<file path="config.mk">
export PLATFORM = sky130hd
export DESIGN_NAME = ref_select_ramp
export DESIGN_NICKNAME = d
export VERILOG_FILES = /design/src/rtl/ref_pkg.sv /design/src/rtl/sw_debounce.sv /design/src/rtl/ref_select_ramp.sv
export SDC_FILE = /design/constraint.sdc
export NUM_CORES = 1
export LEC_CHECK = 0
export CAP_MARGIN = 20
export CORE_ASPECT_RATIO = 1.5
export CORE_MARGIN = 2
export CORE_UTILIZATION = 45
export CTS_CLUSTER_SIZE = 8
export DETAILED_ROUTE_END_ITERATION = 16
export PLACE_DENSITY = 0.66
export SLEW_MARGIN = 10
export SYNTH_ARGS = -nofsm -noshare
export SYNTH_HDL_FRONTEND = slang
export SYNTH_HIERARCHICAL = 1
export SYNTH_SLANG_ARGS = --single-unit
</file>
<file path="constraint.sdc">
create_clock -name CLK_G -period 5.8 [get_ports CLK_G]
set_clock_uncertainty 0.1 [all_clocks]
set_input_delay 1.16 -clock CLK_G [delete_from_list [all_inputs] [get_ports CLK_G]]
set_output_delay 1.16 -clock CLK_G [all_outputs]
set_load 0.1 [all_outputs]
</file>
<file path="src/rtl/ref_pkg.sv">
// Shared constants for the reference selector: setpoint table, FSM state type and lookup helper.
package ref_pkg;

    localparam int unsigned REF_W = 16;
    localparam int unsigned SEL_W = 4;
    localparam int unsigned TABLE_DEPTH = 1 << SEL_W;

    typedef enum logic [1:0] {
        IDLE,
        DEBOUNCE,
        RAMP
    } ref_state_e;

    typedef logic signed [REF_W-1:0] ref_val_t;

    // Entry 0 stays zero so the reset output matches the reset selection.
    localparam ref_val_t REF_TABLE [TABLE_DEPTH] = '{
        ref_val_t'(0),      ref_val_t'(250),    ref_val_t'(-500),   ref_val_t'(1000),
        ref_val_t'(2000),   ref_val_t'(-300),   ref_val_t'(500),    ref_val_t'(-1000),
        ref_val_t'(4000),   ref_val_t'(-4000),  ref_val_t'(8000),   ref_val_t'(-8000),
        ref_val_t'(16000),  ref_val_t'(-16000), ref_val_t'(32767),  ref_val_t'(-32768)
    };

    function automatic ref_val_t ref_const(input logic [SEL_W-1:0] idx);
        return REF_TABLE[idx];
    endfunction

endpackage

</file>
<file path="src/rtl/sw_debounce.sv">
// Two-flop switch synchroniser plus candidate latch and saturating stability counter.
module sw_debounce #(
    parameter int unsigned SEL_BITS = 4,
    parameter int unsigned DEB_CYC  = 1000
) (
    input  logic                clk_i,
    input  logic                rst_i,
    input  logic                load_i,
    input  logic [SEL_BITS-1:0] sw_i,
    output logic [SEL_BITS-1:0] sw_s_o,
    output logic [SEL_BITS-1:0] cand_o,
    output logic                stable_c_o,
    output logic                done_c_o
);

    localparam int unsigned CNT_W = $clog2(DEB_CYC);
    localparam logic [CNT_W-1:0] CNT_LAST = CNT_W'(DEB_CYC - 1);

    logic [SEL_BITS-1:0] sync1_q, sw_s_q, cand_q, cand_d;
    logic [CNT_W-1:0]    cnt_q, cnt_d;

    always_comb begin
        cand_d = cand_q;
        cnt_d  = cnt_q;
        if (load_i) begin
            cand_d = sw_s_q;
            cnt_d  = '0;
        end else if (cnt_q != CNT_LAST) begin
            cnt_d = cnt_q + CNT_W'(1);
        end
    end

    always_ff @(posedge clk_i) begin
        if (rst_i) begin
            sync1_q <= '0;
            sw_s_q  <= '0;
            cand_q  <= '0;
            cnt_q   <= '0;
        end else begin
            sync1_q <= sw_i;
            sw_s_q  <= sync1_q;
            cand_q  <= cand_d;
            cnt_q   <= cnt_d;
        end
    end

    assign sw_s_o     = sw_s_q;
    assign cand_o     = cand_q;
    assign stable_c_o = (sw_s_q == cand_q);
    assign done_c_o   = (cnt_q == CNT_LAST);

endmodule

</file>
<file path="src/rtl/ref_select_ramp.sv">
// Debounced switch-selected setpoint with slew-limited output toward the selected table value.
// Macro REF_SELECT_RAMP_RAMP_EN enables the tick-paced ramp; otherwise the output jumps in one cycle.
module ref_select_ramp
    import ref_pkg::*;
#(
    parameter int unsigned CANT_BITS = REF_W,
    parameter int unsigned SEL_BITS  = SEL_W,
    parameter int unsigned DEB_CYC   = 1000,
    parameter int unsigned STEP      = 64
) (
    input  logic                        CLK_G,
    input  logic                        reset_G,
    input  logic                        En,
    input  logic [SEL_BITS-1:0]         sw,
    input  logic                        tick,
    output logic signed [CANT_BITS-1:0] Datos_out,
    output logic [SEL_BITS-1:0]         sel_idx,
    output logic                        busy,
    output logic                        settled
);

    localparam int unsigned DW = CANT_BITS + 1;
    localparam logic signed [DW-1:0]        STEP_S = DW'(STEP);
    localparam logic signed [CANT_BITS-1:0] STEP_C = CANT_BITS'(STEP);

    ref_state_e state_q, state_d;

    logic signed [CANT_BITS-1:0] out_q, out_d, target_q, target_d, lookup_c, step_out_c;
    logic [SEL_BITS-1:0]         sel_q, sel_d, sw_s_c, cand_c;
    logic                        busy_q, settled_q, settled_d;
    logic                        load_c, stable_c, done_c, last_c;
    logic signed [DW-1:0]        diff_c;

    sw_debounce #(
        .SEL_BITS (SEL_BITS),
        .DEB_CYC  (DEB_CYC)
    ) u_deb (
        .clk_i      (CLK_G),
        .rst_i      (reset_G),
        .load_i     (load_c),
        .sw_i       (sw),
        .sw_s_o     (sw_s_c),
        .cand_o     (cand_c),
        .stable_c_o (stable_c),
        .done_c_o   (done_c)
    );

    assign lookup_c = CANT_BITS'(ref_const(SEL_W'(cand_c)));

    // Difference is one bit wider so the full signed span cannot wrap.
    assign diff_c     = DW'(target_q) - DW'(out_q);
    assign last_c     = (diff_c <= STEP_S) && (diff_c >= -STEP_S);
    assign step_out_c = diff_c[DW-1] ? (out_q - STEP_C) : (out_q + STEP_C);

`ifndef REF_SELECT_RAMP_RAMP_EN
    logic unused_c;
    assign unused_c = ^{tick, last_c, step_out_c};
`endif

    always_ff @(posedge CLK_G) begin
        if (reset_G) state_q <= IDLE;
        else         state_q <= state_d;
    end

    always_comb begin
        state_d = state_q;
        case (state_q)
            IDLE: begin
                if (En && (sw_s_c != sel_q)) state_d = DEBOUNCE;
            end
            DEBOUNCE: begin
                if (!En || !stable_c) state_d = IDLE;
                else if (done_c)      state_d = RAMP;
            end
            RAMP: begin
`ifdef REF_SELECT_RAMP_RAMP_EN
                if (tick && last_c) state_d = IDLE;
`else
                state_d = IDLE;
`endif
            end
            default: state_d = IDLE;
        endcase
    end

    always_comb begin
        load_c    = 1'b0;
        sel_d     = sel_q;
        target_d  = target_q;
        out_d     = out_q;
        settled_d = 1'b0;
        case (state_q)
            IDLE: begin
                load_c = En && (sw_s_c != sel_q);
            end
            DEBOUNCE: begin
                if (En && stable_c && done_c) begin
                    sel_d    = cand_c;
                    target_d = lookup_c;
                end
            end
            RAMP: begin
`ifdef REF_SELECT_RAMP_RAMP_EN
                if (tick) begin
                    if (last_c) begin
                        out_d     = target_q;
                        settled_d = 1'b1;
                    end else begin
                        out_d = step_out_c;
                    end
                end
`else
                out_d     = target_q;
                settled_d = 1'b1;
`endif
            end
            default: ;
        endcase
    end

    always_ff @(posedge CLK_G) begin
        if (reset_G) begin
            out_q     <= '0;
            target_q  <= '0;
            sel_q     <= '0;
            busy_q    <= 1'b0;
            settled_q <= 1'b0;
        end else begin
            out_q     <= out_d;
            target_q  <= target_d;
            sel_q     <= sel_d;
            busy_q    <= (state_d != IDLE);
            settled_q <= settled_d;
        end
    end

    assign Datos_out = out_q;
    assign sel_idx   = sel_q;
    assign busy      = busy_q;
    assign settled   = settled_q;

endmodule

</file>
=== Word-level counts from Yosys, hierarchy flattened ===
Memories as Yosys holds them, arrays and structs flattened. A register that Yosys moved wholly into a read port is not among the register bits.
Cells that the tools add are included.

* Bits in registers: 46
* Logic and storage cells: 34
* Output and inout port bits: 22
* Memories kept: 1
* Input bits: 8
* ROM bits: 256

* Equality and inequality tests: 6
* Add/subtract/negate cells: 1
* Bitwise gates (word level): 1
* Multiplexer cells: 6
* Reduce and logical (&&, ||, !) cells: 10

{| class="wikitable"
|+ Memories
! name !! words !! width !! rd ports !! clocked after memory_dff !! write ports !! RTL line !! text
|-
| (name not given) || 16 || 16 || 1 || 1 || 0 || ref_pkg.sv:25 || <nowiki>return REF_TABLE[idx];</nowiki>
|}

{| class="wikitable"
|+ Operators by type and width
! cell !! count
|-
| adder 10 x 1 -> 10 bit, second input constant || 1
|-
| equality test 10 bit, second input constant || 1
|-
| inequality test 10 bit, second input constant || 1
|-
| 2-to-1 mux 2 bit || 3
|-
| inverter 4 -> 5 bit || 1
|-
| equality test 4 bit || 1
|-
| inequality test 4 bit || 1
|-
| case mux 2 bit (2 select lines) || 1
|-
| logical AND 1 bit || 3
|-
| equality test 2 x 1 -> 1 bit, second input constant || 1
|-
| equality test 2 bit, second input constant || 1
|-
| logical NOT 1 bit || 2
|-
| logical NOT 2 bit || 1
|-
| 2-to-1 mux 1 bit || 2
|-
| AND reduction 2 bit || 1
|-
| nonzero test 2 bit || 1
|-
| OR reduction 2 bit || 1
|-
| logical OR 1 bit || 1
|}

=== Longest topological paths before layout ===
Gate-level depths: netlist of the first run.

* Word-level depth: 6
* Gate-level depth with buffers: 8
* Gate-level depth less buffers: 7

=== Cells and area by module ===
The synthesis of the first run kept the hierarchy.

{| class="wikitable"
|+ Modules (own cells, without submodules)
! module !! sequential area each (um^2) !! area each (um^2) !! instances !! cells each
|-
| ref_select_ramp || 800.8 || 1855.5 || 1 || 217
|-
| sw_debounce || 440.4 || 882.1 || 1 || 93
|}

=== Worst setup path before layout of the first run ===
No wires, ideal clock.

* Path type: reg-to-reg
* From: register sel_q[1], in the netlist sel_idx[1]
* To: register u_deb.cnt_q[0]
* Setup slack: 3253 ps
* Required time: 5630 ps
* Arrival: 2377 ps
* Clock period less this slack: 2547 ps
* Library setup time: 70 ps
* Cell stages (with the launch flop): 8
* Buffers on the path: 2
* Cell sequence: dfxtp_1 -> xor2_1 -> o41ai_2 -> inv_1 -> clkbuf_1 -> or2_2 -> clkbuf_1 -> a21oi_1

* Longest elaborated chain between the ends: 4

{| class="wikitable"
|+ Ends and longest elaborated chain
! element !! RTL line !! text
|-
| start: declaration || ref_select_ramp.sv:29 || <nowiki>logic [SEL_BITS-1:0] sel_q, sel_d, sw_s_c, cand_c;</nowiki>
|-
| start signal: assignment || ref_select_ramp.sv:131 || <nowiki>sel_q <= sel_d;</nowiki>
|-
| inequality test 4 bit || ref_select_ramp.sv:94 || <nowiki>load_c = En && (sw_s_c != sel_q);</nowiki>
|-
| logical AND 1 bit || ref_select_ramp.sv:94 ||
|-
| 2-to-1 mux 1 bit || ref_select_ramp.sv:92 || <nowiki>case (state_q)</nowiki>
|-
| via load_c || ref_select_ramp.sv:31 || <nowiki>logic load_c, stable_c, done_c, last_c;</nowiki>
|-
| OR reduction 2 bit (no source line) || - ||
|-
| end signal: assignment || sw_debounce.sv:43 || <nowiki>cnt_q <= cnt_d;</nowiki>
|-
| end: declaration || sw_debounce.sv:20 || <nowiki>logic [CNT_W-1:0] cnt_q, cnt_d;</nowiki>
|}

The timed path passes the listed nets, and every way through them passes these cells.
A chain may end at the register's enable or synchronous reset.

=== Worst setup path in the final report of the first run ===
* From: register sel_q[3], in the netlist sel_idx[3]
* To: output port sel_idx[3]

{| class="wikitable"
|+ RTL lines
! element !! RTL line !! text
|-
| end: declaration || ref_select_ramp.sv:17 || <nowiki>output logic [SEL_BITS-1:0] sel_idx,</nowiki>
|}

No word-level cell between the ends.

==> flow_metrics.env, run 1 <==
export IMPL_synth_compound_area_share_pct=21.2
export IMPL_wirelength_mm=5.31
export IMPL_cts_path_max_buffers=2
export IMPL_postCtsSetupBuffers=0
export IMPL_switchingPower_uw=194
export IMPL_setup_viol=0
export IMPL_cp_arrival_ns=1.88
export IMPL_cp_end_kind="output pin"
export IMPL_synth_async_reset_ratio_pct=0
export IMPL_seq_area_frac_synth_pct=45.3
export IMPL_nNetsFinal=345
export IMPL_fin_tns_setup_ns=0
export IMPL_core_sq_um=5830
export IMPL_tightest_slew_ns=0.997
export IMPL_synth_top_area_share_pct=45.3
export IMPL_cts_root_buf="clkbuf_8"
export IMPL_antenna_found_initial=0
export IMPL_path_clk_slew_ns=0.07
export IMPL_p_leak_uw=0.00111
export IMPL_synthSimpleGateAreaFrac_pct=19.8
export IMPL_initial_core_util_pct=47.0
export IMPL_synth_edf_count=0
export IMPL_cts_resized=0
export IMPL_cts_buffers_inserted=9
export IMPL_postCtsHoldBufs=0
export IMPL_crit_type="reg -> out"
export IMPL_syn_area_per_cell_sq_um=8.83
export IMPL_grt_max_degree=56
export IMPL_drv_slew=0
export IMPL_die_height_microns=99.5
export IMPL_dp_final_hpwl_mm=3.61
export IMPL_die_area_sq_um=6740
export IMPL_comb_power_share_pct=4.8
export IMPL_drv_cap=0
export IMPL_grt_pass1_wl_mm=8.91
export IMPL_routed_via_density=5.37
export IMPL_hp_class="reg -> reg"
export IMPL_placed_area_sq_um=3000
export IMPL_cp_start_kind="flop"
export IMPL_path_max_fanout=3
export IMPL_gp_congestion=0.806
export IMPL_max_freq_ghz=0.319
export IMPL_synth_largest_area_cell="dfxtp_1"
export IMPL_slew_headroom_pct=33.6
export IMPL_final_antenna_net_count=0
export IMPL_drive_above_1_share_pct=9.58
export IMPL_rows=34
export IMPL_firstDrtPassIters=4
export IMPL_grt_use_total_pct=17.5
export IMPL_crit_family="buffers and inverters"
export IMPL_synth_most_common_cell="dfxtp_1"
export IMPL_areaGrowthSynthToFinish_pct=16.5
export IMPL_required_ns=4.54
export IMPL_rsz0062_at_grt="no"
export IMPL_finalInstanceArea_sq_um=3190
export IMPL_cts_htree_levels=3
export IMPL_ys_types=46
export IMPL_first_iter_violations=77
export IMPL_layout_min_cycle_time_ns=3.14
export IMPL_p_sw_share_pct=23.7
export IMPL_period_share_pct=54.1
export IMPL_clkLatencyLatePin_ns=0.34
export IMPL_status="complete, no violations"
export IMPL_num_vias=2182
export IMPL_yosys_warnings=6
export IMPL_synth_seq_cells=62
export IMPL_clock_sinks=62
export IMPL_ys_flop_type="dfxtp_1"
export IMPL_netlist_area_sq_um=2740
export IMPL_ir_worst_vdd_mv=0.169
export IMPL_muxShareOfSynthArea_pct=1.87
export IMPL_numPortBuffers=28
export IMPL_hold_viol_final=0
export IMPL_ioPinCount=30
export IMPL_synth_fp_nets=326
export IMPL_grt_pass1_vias=2013
export IMPL_cellPowerDensity_nw_per_um2=256
export IMPL_routedWlPerCell_microns=13.1
export IMPL_synth_top_family_by_area="compound AO/OA/AOI/OAI gates"
export IMPL_antenna_cells=0
export IMPL_clkPwrFrac_pct=41.7
export IMPL_critPathMaxStageDelay_ns=1.15
export IMPL_synthTopCellsByCount="dfxtp_1, a21oi_1, nand2_1"
export IMPL_internal_power_uw=624
export IMPL_cts_tree="done"
export IMPL_synth_xor_area_share_pct=3.20
export IMPL_synth_area_leaders="dfxtp_1, a21oi_1, nand2_1, ha_1, a311oi_1"
export IMPL_syn_instance_count=310
export IMPL_post_route_drc_count=0
export IMPL_worstPathCellList="clkdlybuf4s50_1"
export IMPL_crit_buf_inv=1
export IMPL_die_w_microns=67.7
export IMPL_synthAdderAreaFrac_pct=3.66
export IMPL_overflow=0
export IMPL_crit_slowest_cell="clkdlybuf4s50_1"
export IMPL_seq_power_share_pct=53.6
## stage by stage
step | utilization [%] | setup WS (ns) | instances | total power [uW] | hold slack [ns]
after floorplan | - | 3.25 | 310 | 476 | 0.314
after CTS | 54.6 | 2.63 | 405 | 830 | 0.339
after global routing | 54.7 | 2.53 | 406 | 855 | 0.360
after global placement | 51.4 | 2.72 | 389 | 486 | 0.316
after detailed placement | 51.4 | 2.66 | 389 | 487 | 0.322
final | 54.7 | 2.66 | 406 | 818 | 0.337
## cell type report
class | instances | area, sq um
clock buffers | 11 | 151
clock inverters | 5 | 33.8
fillers | 547 | 2640
inverters | 8 | 30.0
multi-input cells | 219 | 1360
flip-flops and latches | 62 | 1240
well taps | 72 | 90.1
repair buffers | 29 | 283
## worst paths after layout
check	start	endpoint	slack [ns]	cells after the start
setup / recovery	sel_idx[3]$_SDFFE_PP0P_	sel_idx[3]	2.66	1
hold / removal	u_deb/sync1_q[1]$_SDFF_PP0_	u_deb/sw_s_o[1]$_SDFF_PP0_	0.34	1
setup reg to reg	u_deb/cnt_q[0]$_SDFFE_PP0P_	target_q[3]$_SDFFE_PP0P_	2.82	7
hold reg to reg	u_deb/sync1_q[1]$_SDFF_PP0_	u_deb/sw_s_o[1]$_SDFF_PP0_	0.34	1
## power groups by stage
stage | clock network (uW) | logic, uW | registers (uW)
floorplan | 0 | 28.0 | 448
global placement | 0 | 38.8 | 448
detailed placement | 0 | 39.2 | 448
CTS | 353 | 39.3 | 438
global route | 373 | 43.3 | 439
finish | 341 | 38.9 | 438
## registers in the layout, indices dropped and copies added, names as in the netlist
register and count:
u_deb/cnt_q 10, sel_idx 4, state_q 2, Datos_out 16, target_q 16, u_deb/sw_s_o 4, u_deb/sync1_q 4, settled 1
u_deb/cand_o 4, busy 1
## routing by layer
| metal | global-route usage, % | wire, microns | vias up |
|---|---|---|---|
| met3 | 4.75 | 166 | 9 |
| met4 | 10.7 | 95 | 0 |
| met2 | 29.0 | 2790 | 31 |
| li1 | - | - | 1129 |
| met5 | 0 | 0 | - |
| met1 | 19.4 | 2250 | 1013 |
## layout by cell type, fill, tap and decap left out, types with 2 or more instances in the layout
master and n:
clkinvlp_4 2, nand2b_1 2, or4_1 2, clkinv_2 2, dfxtp_1 62, and2_1 2
xor2_1 10, nand4_1 4, clkdlybuf4s50_1 27, clkbuf_8 11, o211ai_1 2, o21a_1 2
or3_1 3, a311oi_1 10, nor2_1 13, mux2i_1 4, inv_1 8, a31o_2 2
a211oi_2 4, o31ai_1 2, nand2_1 43, ha_1 8, nand3_1 11, nor2b_1 14
o41ai_2 2, a21oi_1 47, o21ai_0 14
## kinds of logic after synthesis
family	Yosys count
AO/OA/AOI/OAI	90
AND/OR/NAND/NOR	106
buffers and inverters	29
adder cells (fa/ha/maj)	8
multiplexers	5
flip-flops	62
XOR/XNOR	10
Power figures use the tool's default switching activity.
==> run 2: changes to the inputs <==
==> constraint.sdc (replaced) <==
create_clock -name CLK_G -period 3 [get_ports CLK_G]
set_clock_uncertainty 0.1 [all_clocks]
set_input_delay 0.6 -clock CLK_G [delete_from_list [all_inputs] [get_ports CLK_G]]
set_output_delay 0.6 -clock CLK_G [all_outputs]
set_load 0.1 [all_outputs]
==> run 2 against run 1 <==
  * Total power increased by 110%
  * Flip-flop and latch count unchanged
  * Combinational power increased by 110%
  * Largest power group unchanged
  * Core utilization grew 0.15 points
  * First-iteration DRC count decreased by 18%
  * Critical path type is now reg -> reg
  * Global-route usage up 0.41 points
==> flow_metrics.env, run 2 (same netlist as run 1, synthesis figures left out) <==
export IMPL_drv_slew=0
export IMPL_finalPower_uw=1690
export IMPL_die_height_microns=99.5
export IMPL_cts_resized=0
export IMPL_hold_viol_final=0
export IMPL_grt_pass1_wl_mm=9.07
export IMPL_final_common_cell="dfxtp_1"
export IMPL_final_antenna_net_count=0
export IMPL_routedWlPerCell_microns=13.0
export IMPL_antenna_found_initial=0
export IMPL_die_w_microns=67.7
export IMPL_rrSetupSlack_ns=0.52
export IMPL_cp_arrival_ns=2.56
export IMPL_overflow=0
export IMPL_clock_sinks=62
export IMPL_rsz0062_at_grt="no"
export IMPL_post_route_drc_count=0
export IMPL_num_vias=2217
export IMPL_crit_type="reg -> reg"
export IMPL_setup_viol=0
export IMPL_worstPathCellList="xor2_1, nor4_1, nand4b_2, nor2_2, a311oi_1"
export IMPL_cts_tree="done"
export IMPL_grt_use_total_pct=18.0
export IMPL_first_iter_violations=63
export IMPL_hold_end="u_deb/sw_s_o[1]$_SDFF_PP0_"
export IMPL_drive_above_1_share_pct=16.8
export IMPL_period_share_pct=82.7
export IMPL_gp_congestion=0.811
export IMPL_worstHoldStart="u_deb/sync1_q[1]$_SDFF_PP0_"
export IMPL_core_sq_um=5830
export IMPL_firstDrtPassIters=4
export IMPL_rr_worst_depth=5
export IMPL_r2r_end="target_q[11]$_SDFFE_PP0P_"
export IMPL_cts_htree_levels=3
export IMPL_drv_cap=0
export IMPL_tightest_slew_ns=0.684
export IMPL_path_clk_slew_ns=0.06
export IMPL_crit_buf_inv=0
export IMPL_max_freq_ghz=0.403
export IMPL_postCtsHoldBufs=0
export IMPL_layout_common_cells="dfxtp_1, a21oi_1, nand2_1"
export IMPL_cp_end_kind="flop"
export IMPL_p_leak_uw=0.00120
export IMPL_crit_slowest_cell="dfxtp_1"
export IMPL_required_ns=3.08
export IMPL_wirelength_mm=5.35
export IMPL_crit_family="simple AND/OR/NAND/NOR gates"
export IMPL_routed_via_density=5.39
export IMPL_cts_path_max_buffers=2
export IMPL_die_area_sq_um=6740
export IMPL_areaGrowthSynthToFinish_pct=16.9
export IMPL_initial_core_util_pct=47.0
export IMPL_cts_root_buf="clkbuf_8"
export IMPL_cp_start_kind="flop"
export IMPL_cellPowerDensity_nw_per_um2=529
export IMPL_layout_min_cycle_time_ns=2.48
export IMPL_status="complete, no violations"
export IMPL_fin_tns_setup_ns=0
export IMPL_slew_headroom_pct=54.4
export IMPL_ir_worst_vdd_mv=0.316
export IMPL_postCtsSetupBuffers=0
export IMPL_cts_buffers_inserted=9
export IMPL_clkLatencyLatePin_ns=0.35
export IMPL_path_max_fanout=14
export IMPL_holdPathStages=1
export IMPL_numPortBuffers=28
export IMPL_dp_final_hpwl_mm=3.71
export IMPL_hp_class="reg -> reg"
export IMPL_nNetsFinal=351
export IMPL_ioPinCount=30
export IMPL_critPathMaxStageDelay_ns=0.57
export IMPL_rows=34
export IMPL_grt_max_degree=38
export IMPL_worstReg2RegStart="u_deb/cand_o[1]$_SDFFE_PP0P_"
export IMPL_grt_pass1_vias=2034
export IMPL_antenna_cells=0
## run 2: layout make-up
type	instances	area (sq um)
Clock inverter	4	72.6
Clock buffer	11	131
Sequential cell	62	1240
Tap cell	72	90.1
Multi-Input combinational cell	219	1360
Timing Repair Buffer	35	273
Inverter	8	30.0
Fill cell	547	2630
## run 2: where the power goes
part | total, uW | switching (uW) | internal [uW]
registers | 844 | 9.59 | 834
clock network | 768 | 306 | 462
logic | 81.7 | 49.3 | 32.4
## run 2: through the flow
| step | cells | hold WS (ns) | setup WS, ns | utilization, % | cell area (sq um) |
|---|---|---|---|---|---|
| after floorplan | 310 | 0.314 | 0.453 | - | 2740 |
| after global placement | 396 | 0.317 | 0.604 | 51.4 | 3000 |
| after detailed placement | 396 | 0.325 | 0.547 | 51.4 | 3000 |
| after CTS | 411 | 0.340 | 0.527 | 54.9 | 3200 |
| after global routing | 411 | 0.369 | 0.366 | 54.9 | 3200 |
| final | 411 | 0.339 | 0.518 | 54.9 | 3200 |
## run 2: worst max path at each step
| stage | from | endpoint | cells after the start |
|---|---|---|---|
| floorplan | sel_idx[1]$_SDFFE_PP0P_ | u_deb/cnt_q[0]$_SDFFE_PP0P_ | 7 |
| global placement | u_deb/cand_o[1]$_SDFFE_PP0P_ | target_q[15]$_SDFFE_PP0P_ | 5 |
| CTS | u_deb/cand_o[1]$_SDFFE_PP0P_ | target_q[11]$_SDFFE_PP0P_ | 5 |
| detailed placement | u_deb/cand_o[1]$_SDFFE_PP0P_ | target_q[15]$_SDFFE_PP0P_ | 5 |
| global route | u_deb/cnt_q[0]$_SDFFE_PP0P_ | target_q[11]$_SDFFE_PP0P_ | 7 |
| finish | u_deb/cand_o[1]$_SDFFE_PP0P_ | target_q[11]$_SDFFE_PP0P_ | 5 |
## run 2: routing by layer
metal  routed length (microns)  track usage [%]  up-vias
li1                          -                -     1143
met1                      2270             19.6     1031
met2                      2760             29.3       31
met3                       182             6.11       12
met4                       131             10.5        0
met5                         0                0        -
==> run 3: changes to the inputs <==
==> constraint.sdc (replaced) <==
create_clock -name CLK_G -period 2.6 [get_ports CLK_G]
set_clock_uncertainty 0.1 [all_clocks]
set_input_delay 0.52 -clock CLK_G [delete_from_list [all_inputs] [get_ports CLK_G]]
set_output_delay 0.52 -clock CLK_G [all_outputs]
set_load 0.1 [all_outputs]
==> run 3 against run 2 <==
  * Register-to-register slack got worse by 0.15 ns
  * Clock power up 22%
  * Via count is 1.3% lower
  * Cell count is 0.97% higher
  * Sequential power grew 15%
  * Flip-flop and latch count unchanged
  * Largest power group unchanged
  * Highest routed layer unchanged
==> flow_metrics.env, run 3 (same netlist as run 1, synthesis figures left out) <==
export IMPL_whs_ns=0.336
export IMPL_hold_viol_final=0
export IMPL_ir_worst_vdd_mv=0.529
export IMPL_die_area_sq_um=6740
export IMPL_max_freq_ghz=0.448
export IMPL_cp_arrival_ns=2.39
export IMPL_p_leak_uw=0.00123
export IMPL_numPortBuffers=28
export IMPL_die_w_microns=67.7
export IMPL_crit_slowest_cell="nor4_1"
export IMPL_areaGrowthSynthToFinish_pct=18.7
export IMPL_required_ns=2.76
export IMPL_rsz0062_at_grt="no"
export IMPL_grt_pass1_wl_mm=9.39
export IMPL_num_vias=2188
export IMPL_routed_via_density=5.27
export IMPL_layout_min_cycle_time_ns=2.23
export IMPL_routedWlPerCell_microns=12.9
export IMPL_internal_power_uw=1550
export IMPL_antenna_cells=0
export IMPL_tightest_slew_ns=0.595
export IMPL_cts_root_buf="clkbuf_8"
export IMPL_cts_buffers_inserted=9
export IMPL_worstPathCellList="xor2_1, nor4_1, and4b_1, buf_12, a21oi_1, a311oi_1"
export IMPL_overflow=0
export IMPL_cp_end_kind="flop"
export IMPL_drv_cap=0
export IMPL_cts_htree_levels=3
export IMPL_slew_headroom_pct=60.3
export IMPL_cellPowerDensity_nw_per_um2=616
export IMPL_instances_no_fill=415
export IMPL_cp_start_kind="flop"
export IMPL_setup_viol=0
export IMPL_dp_final_hpwl_mm=3.86
export IMPL_fin_tns_setup_ns=0
export IMPL_first_iter_violations=65
export IMPL_post_route_drc_count=0
export IMPL_clkPwrFrac_pct=46.6
export IMPL_comb_power_share_pct=4.8
export IMPL_nNetsFinal=354
export IMPL_drive_above_1_share_pct=18.4
export IMPL_final_common_cell="dfxtp_1"
export IMPL_grt_pass1_vias=2117
export IMPL_path_max_fanout=15
export IMPL_postCtsSetupBuffers=0
export IMPL_crit_type="reg -> reg"
export IMPL_clock_sinks=62
export IMPL_initial_core_util_pct=47.0
export IMPL_status="complete, no violations"
export IMPL_hp_class="reg -> reg"
export IMPL_cts_resized=0
export IMPL_critPathMaxStageDelay_ns=0.52
export IMPL_cts_tree="done"
export IMPL_rows=34
export IMPL_core_sq_um=5830
export IMPL_p_sw_share_pct=22.9
export IMPL_wirelength_mm=5.34
export IMPL_seq_power_share_pct=48.5
export IMPL_die_height_microns=99.5
export IMPL_dp_cells=399
export IMPL_clkLatencyLatePin_ns=0.35
export IMPL_crit_buf_inv=1
export IMPL_period_share_pct=85.8
export IMPL_firstDrtPassIters=4
export IMPL_gp_congestion=0.891
export IMPL_antenna_found_initial=0
export IMPL_setup_ws_ns=0.370
export IMPL_grt_max_degree=24
export IMPL_crit_family="simple AND/OR/NAND/NOR gates"
export IMPL_cts_path_max_buffers=2
export IMPL_path_clk_slew_ns=0.07
export IMPL_grt_use_total_pct=18.5
export IMPL_postCtsHoldBufs=0
export IMPL_dp_slack_ns=0.331
export IMPL_final_antenna_net_count=0
export IMPL_ioPinCount=30
export IMPL_layout_common_cells="dfxtp_1, a21oi_1, nand2_1"
export IMPL_drv_slew=0
export IMPL_switchingPower_uw=458
==> run 3: changes by cell type in the layout (fill, tap and decap cells not counted), sizes merged <==
cell,before,now
clkinvlp,1,0
inv,8,10
clkbuf,11,9
clkinv,1,3
buf,30,33
==> run 3: final cells by class <==
class / instances / area (sq um)
fillers: 559 / 2580
multi-input cells: 219 / 1360
flip-flops and latches: 62 / 1240
repair buffers: 38 / 308
clock buffers: 9 / 124
clock inverters: 7 / 96.3
well taps: 72 / 90.1
inverters: 8 / 30.0
==> run 3: routing by layer <==
| layer | vias up | wire length [microns] | global-route usage (%) |
|---|---|---|---|
| li1 | 1156 | - | - |
| met1 | 991 | 2300 | 20.6 |
| met2 | 29 | 2730 | 30.4 |
| met3 | 12 | 182 | 6.45 |
| met4 | 0 | 127 | 8.95 |
| met5 | - | 0 | 0 |
==> run 3: path summary, 6_finish.rpt <==
path | startpoint | end | slack (ns) | cells past startpoint
max | u_deb/sw_s_o[1]$_SDFF_PP0_ | target_q[15]$_SDFFE_PP0P_ | 0.37 | 6
min | u_deb/sync1_q[0]$_SDFF_PP0_ | u_deb/sw_s_o[0]$_SDFF_PP0_ | 0.34 | 1
max reg2reg | u_deb/sw_s_o[1]$_SDFF_PP0_ | target_q[15]$_SDFFE_PP0P_ | 0.37 | 6
min reg2reg | u_deb/sync1_q[0]$_SDFF_PP0_ | u_deb/sw_s_o[0]$_SDFF_PP0_ | 0.34 | 1
==> run 3: power groups by stage <==
| stage | clock network (uW) | logic (uW) | registers, uW |
|---|---|---|---|
| after floorplan | 0 | 62.5 | 1000 |
| after detailed placement | 0 | 97.8 | 994 |
| after CTS | 961 | 98.1 | 972 |
| final | 934 | 97.1 | 972 |
| after global routing | 1000 | 108 | 974 |
| after global placement | 0 | 96.3 | 994 |
==> run 3: metrics by stage <==
step / power [uW] / instance area [sq um] / util (%)
final: 2000 / 3250 / 55.8
after global routing: 2080 / 3250 / 55.8
after CTS: 2030 / 3250 / 55.8
after detailed placement: 1090 / 3030 / 52.0
after global placement: 1090 / 3030 / 52.0
after floorplan: 1060 / 2740 / -
